===== src/rtl/ofdm_symbol_sequencer.sv =====
// ofdm_symbol_sequencer: labels a time-synchronised sample stream with OFDM symbol timing
// (tuser {sfn, subframe, symbol, cp_len}, tlast per symbol). Revision: 1.0
`default_nettype none

module ofdm_symbol_sequencer #(
   parameter int IN_DW               = 32,
   parameter int NFFT                = 8,
   parameter int SYM_PER_SF          = 14,
   parameter int SUBFRAMES_PER_FRAME = 20,
   parameter int SFN_MAX             = 1023,
   localparam int FFT_LEN               = 2**NFFT,
   localparam int CP1                   = 20*FFT_LEN/256,
   localparam int CP2                   = 18*FFT_LEN/256,
   localparam int SFN_WIDTH             = $clog2(SFN_MAX),
   localparam int SUBFRAME_NUMBER_WIDTH = $clog2(SUBFRAMES_PER_FRAME-1),
   localparam int SYMBOL_NUMBER_WIDTH   = $clog2(SYM_PER_SF-1),
   localparam int CP_WIDTH              = $clog2(CP1),
   localparam int USER_WIDTH            = SFN_WIDTH + SUBFRAME_NUMBER_WIDTH
                                          + SYMBOL_NUMBER_WIDTH + CP_WIDTH
) (
   input  logic                             clk_i,
   input  logic                             reset_ni,
   input  logic [IN_DW-1:0]                 s_axis_in_tdata,
   input  logic                             s_axis_in_tvalid,
   input  logic                             sync_i,
   input  logic [SFN_WIDTH-1:0]             sync_sfn_i,
   input  logic [SUBFRAME_NUMBER_WIDTH-1:0] sync_subframe_i,
   input  logic [SYMBOL_NUMBER_WIDTH-1:0]   sync_symbol_i,
   output logic [IN_DW-1:0]                 m_axis_out_tdata,
   output logic [USER_WIDTH-1:0]            m_axis_out_tuser,
   output logic                             m_axis_out_tlast,
   output logic                             m_axis_out_tvalid,
   output logic                             symbol_start_o,
   output logic                             locked_o
);

   localparam int CNT_WIDTH = $clog2(CP1 + FFT_LEN);

   typedef enum logic [0:0] {
      IDLE  = 1'b0,
      TRACK = 1'b1
   } state_t;

   state_t                           state_q;
   logic [SFN_WIDTH-1:0]             sfn_q, sfn_d, lbl_sfn;
   logic [SUBFRAME_NUMBER_WIDTH-1:0] sub_q, sub_d, lbl_sub;
   logic [SYMBOL_NUMBER_WIDTH-1:0]   sym_q, sym_d, lbl_sym;
   logic [CNT_WIDTH-1:0]             cnt_q, cnt_d, lbl_cnt, last_cnt;
   logic [CP_WIDTH-1:0]              lbl_cp;
   logic                             load, accept, is_last;

   logic [IN_DW-1:0]      tdata_q;
   logic [USER_WIDTH-1:0] tuser_q;
   logic                  tlast_q, tvalid_q, start_q, locked_q;

   // Labels of the current input sample: a qualified sync overrides the running counters.
   always_comb begin
      load     = s_axis_in_tvalid && sync_i;
      accept   = s_axis_in_tvalid && ((state_q == TRACK) || sync_i);
      lbl_sfn  = load ? sync_sfn_i      : sfn_q;
      lbl_sub  = load ? sync_subframe_i : sub_q;
      lbl_sym  = load ? sync_symbol_i   : sym_q;
      lbl_cnt  = load ? '0              : cnt_q;
      lbl_cp   = (lbl_sym == '0) ? CP_WIDTH'(CP1) : CP_WIDTH'(CP2);
      last_cnt = CNT_WIDTH'(FFT_LEN - 1) + CNT_WIDTH'(lbl_cp);
      is_last  = !load && (lbl_cnt == last_cnt);

      sfn_d = lbl_sfn;
      sub_d = lbl_sub;
      sym_d = lbl_sym;
      cnt_d = lbl_cnt + CNT_WIDTH'(1);
      if (is_last) begin
         cnt_d = '0;
         if (lbl_sym == SYMBOL_NUMBER_WIDTH'(SYM_PER_SF - 1)) begin
            sym_d = '0;
            if (lbl_sub == SUBFRAME_NUMBER_WIDTH'(SUBFRAMES_PER_FRAME - 1)) begin
               sub_d = '0;
               sfn_d = (lbl_sfn == SFN_WIDTH'(SFN_MAX)) ? '0 : lbl_sfn + SFN_WIDTH'(1);
            end else begin
               sub_d = lbl_sub + SUBFRAME_NUMBER_WIDTH'(1);
            end
         end else begin
            sym_d = lbl_sym + SYMBOL_NUMBER_WIDTH'(1);
         end
      end
   end

   always_ff @(posedge clk_i or negedge reset_ni) begin
      if (!reset_ni) begin
         state_q  <= IDLE;
         sfn_q    <= '0;
         sub_q    <= '0;
         sym_q    <= '0;
         cnt_q    <= '0;
         tdata_q  <= '0;
         tuser_q  <= '0;
         tlast_q  <= 1'b0;
         tvalid_q <= 1'b0;
         start_q  <= 1'b0;
         locked_q <= 1'b0;
      end else begin
         tvalid_q <= accept;
         tlast_q  <= accept && is_last;
         start_q  <= accept && (lbl_cnt == '0);
         if (accept) begin
            state_q  <= TRACK;
            locked_q <= 1'b1;
            tdata_q  <= s_axis_in_tdata;
            tuser_q  <= {lbl_sfn, lbl_sub, lbl_sym, lbl_cp};
            sfn_q    <= sfn_d;
            sub_q    <= sub_d;
            sym_q    <= sym_d;
            cnt_q    <= cnt_d;
         end
      end
   end

   assign m_axis_out_tdata  = tdata_q;
   assign m_axis_out_tuser  = tuser_q;
   assign m_axis_out_tlast  = tlast_q;
   assign m_axis_out_tvalid = tvalid_q;
   assign symbol_start_o    = start_q;
   assign locked_o          = locked_q;

endmodule

`default_nettype wire

===== config.mk =====
export PLATFORM = sky130hd
export DESIGN_NAME = ofdm_symbol_sequencer
export DESIGN_NICKNAME = d
export VERILOG_FILES = /design/src/rtl/ofdm_symbol_sequencer.sv
export SDC_FILE = /design/constraint.sdc
export NUM_CORES = 1
export LEC_CHECK = 0
export BUFFER_PORTS_ARGS = -buffer_cell sky130_fd_sc_hd__buf_2
export CAP_MARGIN = 20
export CELL_PAD_IN_SITES_DETAIL_PLACEMENT = 1
export CELL_PAD_IN_SITES_GLOBAL_PLACEMENT = 1
export CORE_MARGIN = 1
export CORE_UTILIZATION = 35
export DETAILED_ROUTE_END_ITERATION = 8
export GPL_TIMING_DRIVEN = 0
export PLACE_DENSITY = 0.88
export SLEW_MARGIN = 25
export SYNTH_ARGS = -nofsm -noshare
export SYNTH_HDL_FRONTEND = slang
export SYNTH_SLANG_ARGS = --single-unit
export TNS_END_PERCENT = 100

===== constraint.sdc =====
create_clock -name clk_i -period 1.9 [get_ports clk_i]
set_input_delay 0.19 -clock clk_i [delete_from_list [all_inputs] [get_ports clk_i]]
set_output_delay 0.19 -clock clk_i [all_outputs]
set_load 0.05 [all_outputs]

After elaboration in Yosys (flattened, before gate mapping)
Index checks and enable logic that the tools add are counted.
{ "totals": {"reg_bits": 88, "latch_bits": 0, "mem_bits_rw": 0, "rom_bits": 0, "input_bits": 55, "out_inout_bits": 60, "word_cells": 43, "n_memories": 0} }
{ "classes": {"add_sub_neg": 5, "multipliers": 0, "n_div": 0, "magnitude_cmp": 0, "eq_ne": 4, "shifts": 0, "n_mux": 15, "bitwise_logic": 0, "n_reduce_logical": 9} }
{ "ops": {"columns": ["cell", "count"], "rows": [
  ["$mux 10", 5],
  ["$mux 5", 4],
  ["$mux 9", 2],
  ["$mux 4", 3],
  ["$add 10x1->10 const B", 1],
  ["$eq 10x10->1 const B", 1],
  ["$add 8x5->9 const A", 1],
  ["$add 9x1->9 const B", 1],
  ["$eq 9x9->1", 1],
  ["$logic_not 9->1", 1],
  ["$add 5x1->5 const B", 1],
  ["$eq 5x5->1 const B", 1],
  ["$logic_and 1x1->1", 5],
  ["$add 4x1->4 const B", 1],
  ["$eq 4x4->1 const B", 1],
  ["$logic_not 4->1", 1],
  ["$mux 3", 1],
  ["$logic_not 1->1", 1],
  ["$logic_or 1x1->1", 1]
]} }

Logic depth before layout (Yosys ltp)
{ "logic_depth": {"ltp_word": 8, "depth_mapped": 15, "mapped_depth_nobuf": 10} }

Worst setup path after synthesis
No wires, ideal clock.
{ "synth_path": {"kind": "input-to-reg", "from": "input port sync_i", "to": "register sfn_q[1]", "setup_ns": 0.135, "arrival_ns": 2.556, "t_required_ns": 1.765, "path_slack_ns": -0.791, "stages": 14, "path_buffers": 4, "path_cell_list": "buf_4 nand2_1 buf_6 clkbuf_8 clkbuf_1 nand2_1 nand2_1 ha_1 nor4bb_1 mux2i_1 nor4_1 nor2_1 a31oi_1 o21ai_0"} }
{ "synth_via": {"word_cells_on_any_way": 21, "classes_between": "add/sub (2); eq/ne (4); mux (9); reduce/logical (6)"} }
{ "synth_rtl": {"columns": ["item", "line", "text"], "rows": [
  ["from (decl)", "25", "input logic sync_i,"],
  ["$logic_and 1x1->1", "58", "load = s_axis_in_tvalid && sync_i;"],
  ["$mux 5", "61", "lbl_sub = load ? sync_subframe_i : sub_q;"],
  ["named net lbl_sub[1]", "46", "logic [SUBFRAME_NUMBER_WIDTH-1:0] sub_q, sub_d, lbl_sub;"],
  ["$eq 5x5->1", "76", "if (lbl_sub == SUBFRAME_NUMBER_WIDTH'(SUBFRAMES_PER_FRAME - 1)) begin"],
  ["$mux 10", "76", null],
  ["$mux 10", "74", "if (lbl_sym == SYMBOL_NUMBER_WIDTH'(SYM_PER_SF - 1)) begin"],
  ["$mux 10", "72", "if (is_last) begin"],
  ["to (signal assigned)", "110", "sfn_q <= sfn_d;"],
  ["to (decl)", "45", "logic [SFN_WIDTH-1:0] sfn_q, sfn_d, lbl_sfn;"]
]} }
The timed path passes the listed nets, and every way through them passes these cells.
A chain may end at the register's enable or synchronous reset.

Worst setup path after layout
{ "layout_path": {"from": "register sym_q[3]", "to": "register sym_q[3]"} }
{ "layout_via": {"elab_chain_cells": 7, "word_cells_on_any_way": 10, "classes_between": "add/sub (2); eq/ne (2); mux (4); reduce/logical (2)"} }
{ "layout_lines": {"columns": ["item", "line", "text"], "rows": [
  ["from (decl)", "47", "logic [SYMBOL_NUMBER_WIDTH-1:0] sym_q, sym_d, lbl_sym;"],
  ["from (signal assigned)", "112", "sym_q <= sym_d;"],
  ["$mux 4 *", "62", "lbl_sym = load ? sync_symbol_i : sym_q;"],
  ["$logic_not 4->1", "64", "lbl_cp = (lbl_sym == '0) ? CP_WIDTH'(CP1) : CP_WIDTH'(CP2);"],
  ["$mux 3", "64", null],
  ["$add 8x5->9", "65", "last_cnt = CNT_WIDTH'(FFT_LEN - 1) + CNT_WIDTH'(lbl_cp);"],
  ["$eq 9x9->1", "66", "is_last = !load && (lbl_cnt == last_cnt);"],
  ["$logic_and 1x1->1", "66", null],
  ["$mux 4 *", "72", null]
]} }
Every way passes the cells marked *; elsewhere a longest branch is shown, timed or not.

==> results.ini <==
[global_route]
track_usage_pct=28.2
grt_pass1_wl_mm=27.2
grt_pass1_vias=4958
grt_max_degree=55
grt-ovfl-total=0
antenna_found_initial=0

[sta]
setup_viol=33
fin_ws_ns=-0.606
fmax_ghz=0.399
hold_ws_ns=0.0221
worst_pin_slew_ns=0.775
hold_violations=0
final_max_slew_viol_count=0
post-route-period-util_pct=132
setup_tns_ns=-10.18
relSlewSlack_pct=48.3
skew_ns=0.0102
rsz0062_at_grt=yes
fin_crit_ns=2.51

[clocking]
path_clk_slew_ns=0.07
clkLatencyLatePin_ns=0.36
cts_tree=yes
htreeDepth=3
cts_made_buffers=9
cts_root_buf=clkbuf_16
clockBufferDepth=2
clock_sinks=85

[detailed_routing]
routed_wl_mm=21.5
dr.pass1.iters=5
wl_per_cell_um=25.0
ant_nets=0
num_vias=4972
drtIter0Drc=345
drc=0
vias_per_cell=5.79

[placement]
dp.cells=772
gp_congestion=0.928
post-dp-hpwl_mm=10.5
io_buffers=112

[hold_path]
hold_path.class=input pin to flop
min_path_cells=3
hold_start=s_axis_in_tdata[0]

[worst_setup_path]
crit_path_end_kind=flop
crit_buf_inv=3
start_kind=flop
worst-setup-path-type=flop to flop
worst_path_largest_cell_delay_ns=0.55
cpMostUsedCell=buf_4
cp.arrival_ns=2.71
crit_fanout=4
r2r_cells=9
timing.rr.start=sym_q[3]$_DFFE_PN0P_
cp_slowest_cell=nor4_4
critPathLaunch=sym_q[3]$_DFFE_PN0P_
critPathTopFamily=simple AND/OR/NAND/NOR gates
required_ns=2.11
worst-path-stages=9
path_cells=nor4_4, xor2_2, buf_4, nor2_4, buf_4, buf_6, nand2_4, o21ai_1, a31oi_1

[yosys]
yosys_warnings=0
avgSynthCellArea_um2=8.85
yosysUniqueCellTypes=64
synth-async-reset-ratio_pct=100
netlist_area_mm2=0.00433
synthFlopType=dfrtp_1
yosysSeqAreaShare_pct=49.1
synth_edf_count=0
ys_ff_latch=85
synth_cells=490

[floorplanning]
die_h_um=113
num_rows=40
coreArea_mm2=0.0121
die_w_um=113
top_level_ports=115
die_area_mm2=0.0128
initial_utilization_pct=35.9

[flow_run]
drv_cap=0

[layout]
area_delta_synth_final_pct=55.3
drive_gt1_share_pct=46.3
final_util_pct=55.8
fin_cells=859
finalNetCount=747
n_antenna_cell=0

[pwr]
p_total_mw=6.02
p_per_area_mw_per_mm2=894
irDropWorstVdd_uv=505
leakage_nw=3.25

[run_status]
violations=setup timing
status=finished, violations left

-- worst register-to-register path, delay by kind of cell (launching register included) --
family	cells	cell delay, ns
flip-flops	1	0.46
XOR/XNOR	1	0.19
AND/OR/NAND/NOR	3	0.71
AO/OA/AOI/OAI	2	0.58
buffers and inverters	3	0.43
-- Yosys cell counts (all sizes together) (9+ instances only) --
cell type / count / area share [%]
and3: 9 / 1.3
o21ai: 38 / 4.4
a21oi: 15 / 1.7
clkbuf: 13 / 1.4
nand3: 12 / 1.5
nand2: 155 / 13
buf: 17 / 2.8
mux2i: 12 / 2.8
a31oi: 11 / 1.6
dfrtp: 85 / 49
nor2: 25 / 2.2
nand4: 9 / 1.4
-- flip-flops by register name, indices dropped and copies added, names as in the netlist --
register           flops
m_axis_out_tuser      22
sfn_q                 10
cnt_q                  9
sub_q                  5
m_axis_out_tvalid      1
m_axis_out_tlast       1
sym_q                  4
symbol_start_o         1
m_axis_out_tdata      32
-- area by class of cell --
class                      instances  area, µm²
multi-input combinational        370       2550
clock inverter                     2       10.0
buffer                            27        264
tap                              168        210
timing repair buffer             189       1280
clock buffer                      12        256
sequential                        85       2130
inverter                           6       22.5
fill                            1366       5330
-- report_power, final --
part	internal (mW)	switching (mW)	total [mW]	leakage, nW
Clock	0.940	0.753	1.69	0.134
Combinational	0.678	1.36	2.04	2.09
Sequential	2.04	0.249	2.29	1.02
Total	3.66	2.36	6.02	3.25
-- per-stage QoR --
step | worst slack, ns | cell area (µm²)
finish | -0.606 | 6730
global route | -0.654 | 6730
global placement | -0.919 | 5190
CTS | -0.182 | 6140
floorplan | -0.316 | 4420
detailed placement | -0.962 | 5220
-- kinds of logic after synthesis --
logic type,count (synthesis),share of synthesized area [%]
AND/OR/NAND/NOR,246,26.0
AO/OA/AOI/OAI,101,15.0
flip-flops,85,49.1
buffers and inverters,36,4.65
multiplexers,13,3.03
adder cells (fa/ha/maj),4,1.15
XOR/XNOR,4,0.982
other,1,0.0865
-- placed cells by master, fill, tap and decap left out, drive strengths merged, types with 5 or more instances in the layout --
| cell type | n |
|---|---|
| nand4 | 9 |
| nand3 | 12 |
| dfrtp | 85 |
| clkbuf | 27 |
| and2 | 7 |
| a21oi | 15 |
| a22oi | 5 |
| mux2i | 12 |
| nand2 | 155 |
| nor2 | 25 |
| o21ai | 38 |
| nor3 | 8 |
| and3 | 9 |
| inv | 6 |
| a31oi | 11 |
| buf | 200 |
-- metal layers --
metal	wire [µm]	vias to the layer above	global-route usage (%)
met4	1500	0	17.5
li1	-	2097	-
met3	1620	121	6.00
met1	8060	2436	33.4
met2	10300	318	47.0
met5	0	-	0
-- worst paths after layout --
path | slack (ns) | end
max in group asynchronous | 1.02 | sym_q[0]$_DFFE_PN0P_
worst min-delay path | 0.02 | m_axis_out_tdata[0]$_DFFE_PN0P_
min in group asynchronous | 0.28 | cnt_q[3]$_DFFE_PN0P_
worst max-delay path | -0.61 | sym_q[3]$_DFFE_PN0P_
worst max register to register | -0.61 | sym_q[3]$_DFFE_PN0P_
worst min register to register | 0.47 | m_axis_out_tdata[24]$_DFFE_PN0P_
-- what timing repair did --
| item | 4_1_cts | 5_1_grt |
|---|---|---|
| hold buffers | 1 | 0 |
| pin swaps | 26 | 44 |
| gates resized for setup | 78 | 99 |
| endpoints found under the hold margin | 31 | 0 |
| setup endpoints to repair | 77 | 72 |
| setup buffers | 39 | 36 |
Power figures use the tool's default switching activity.
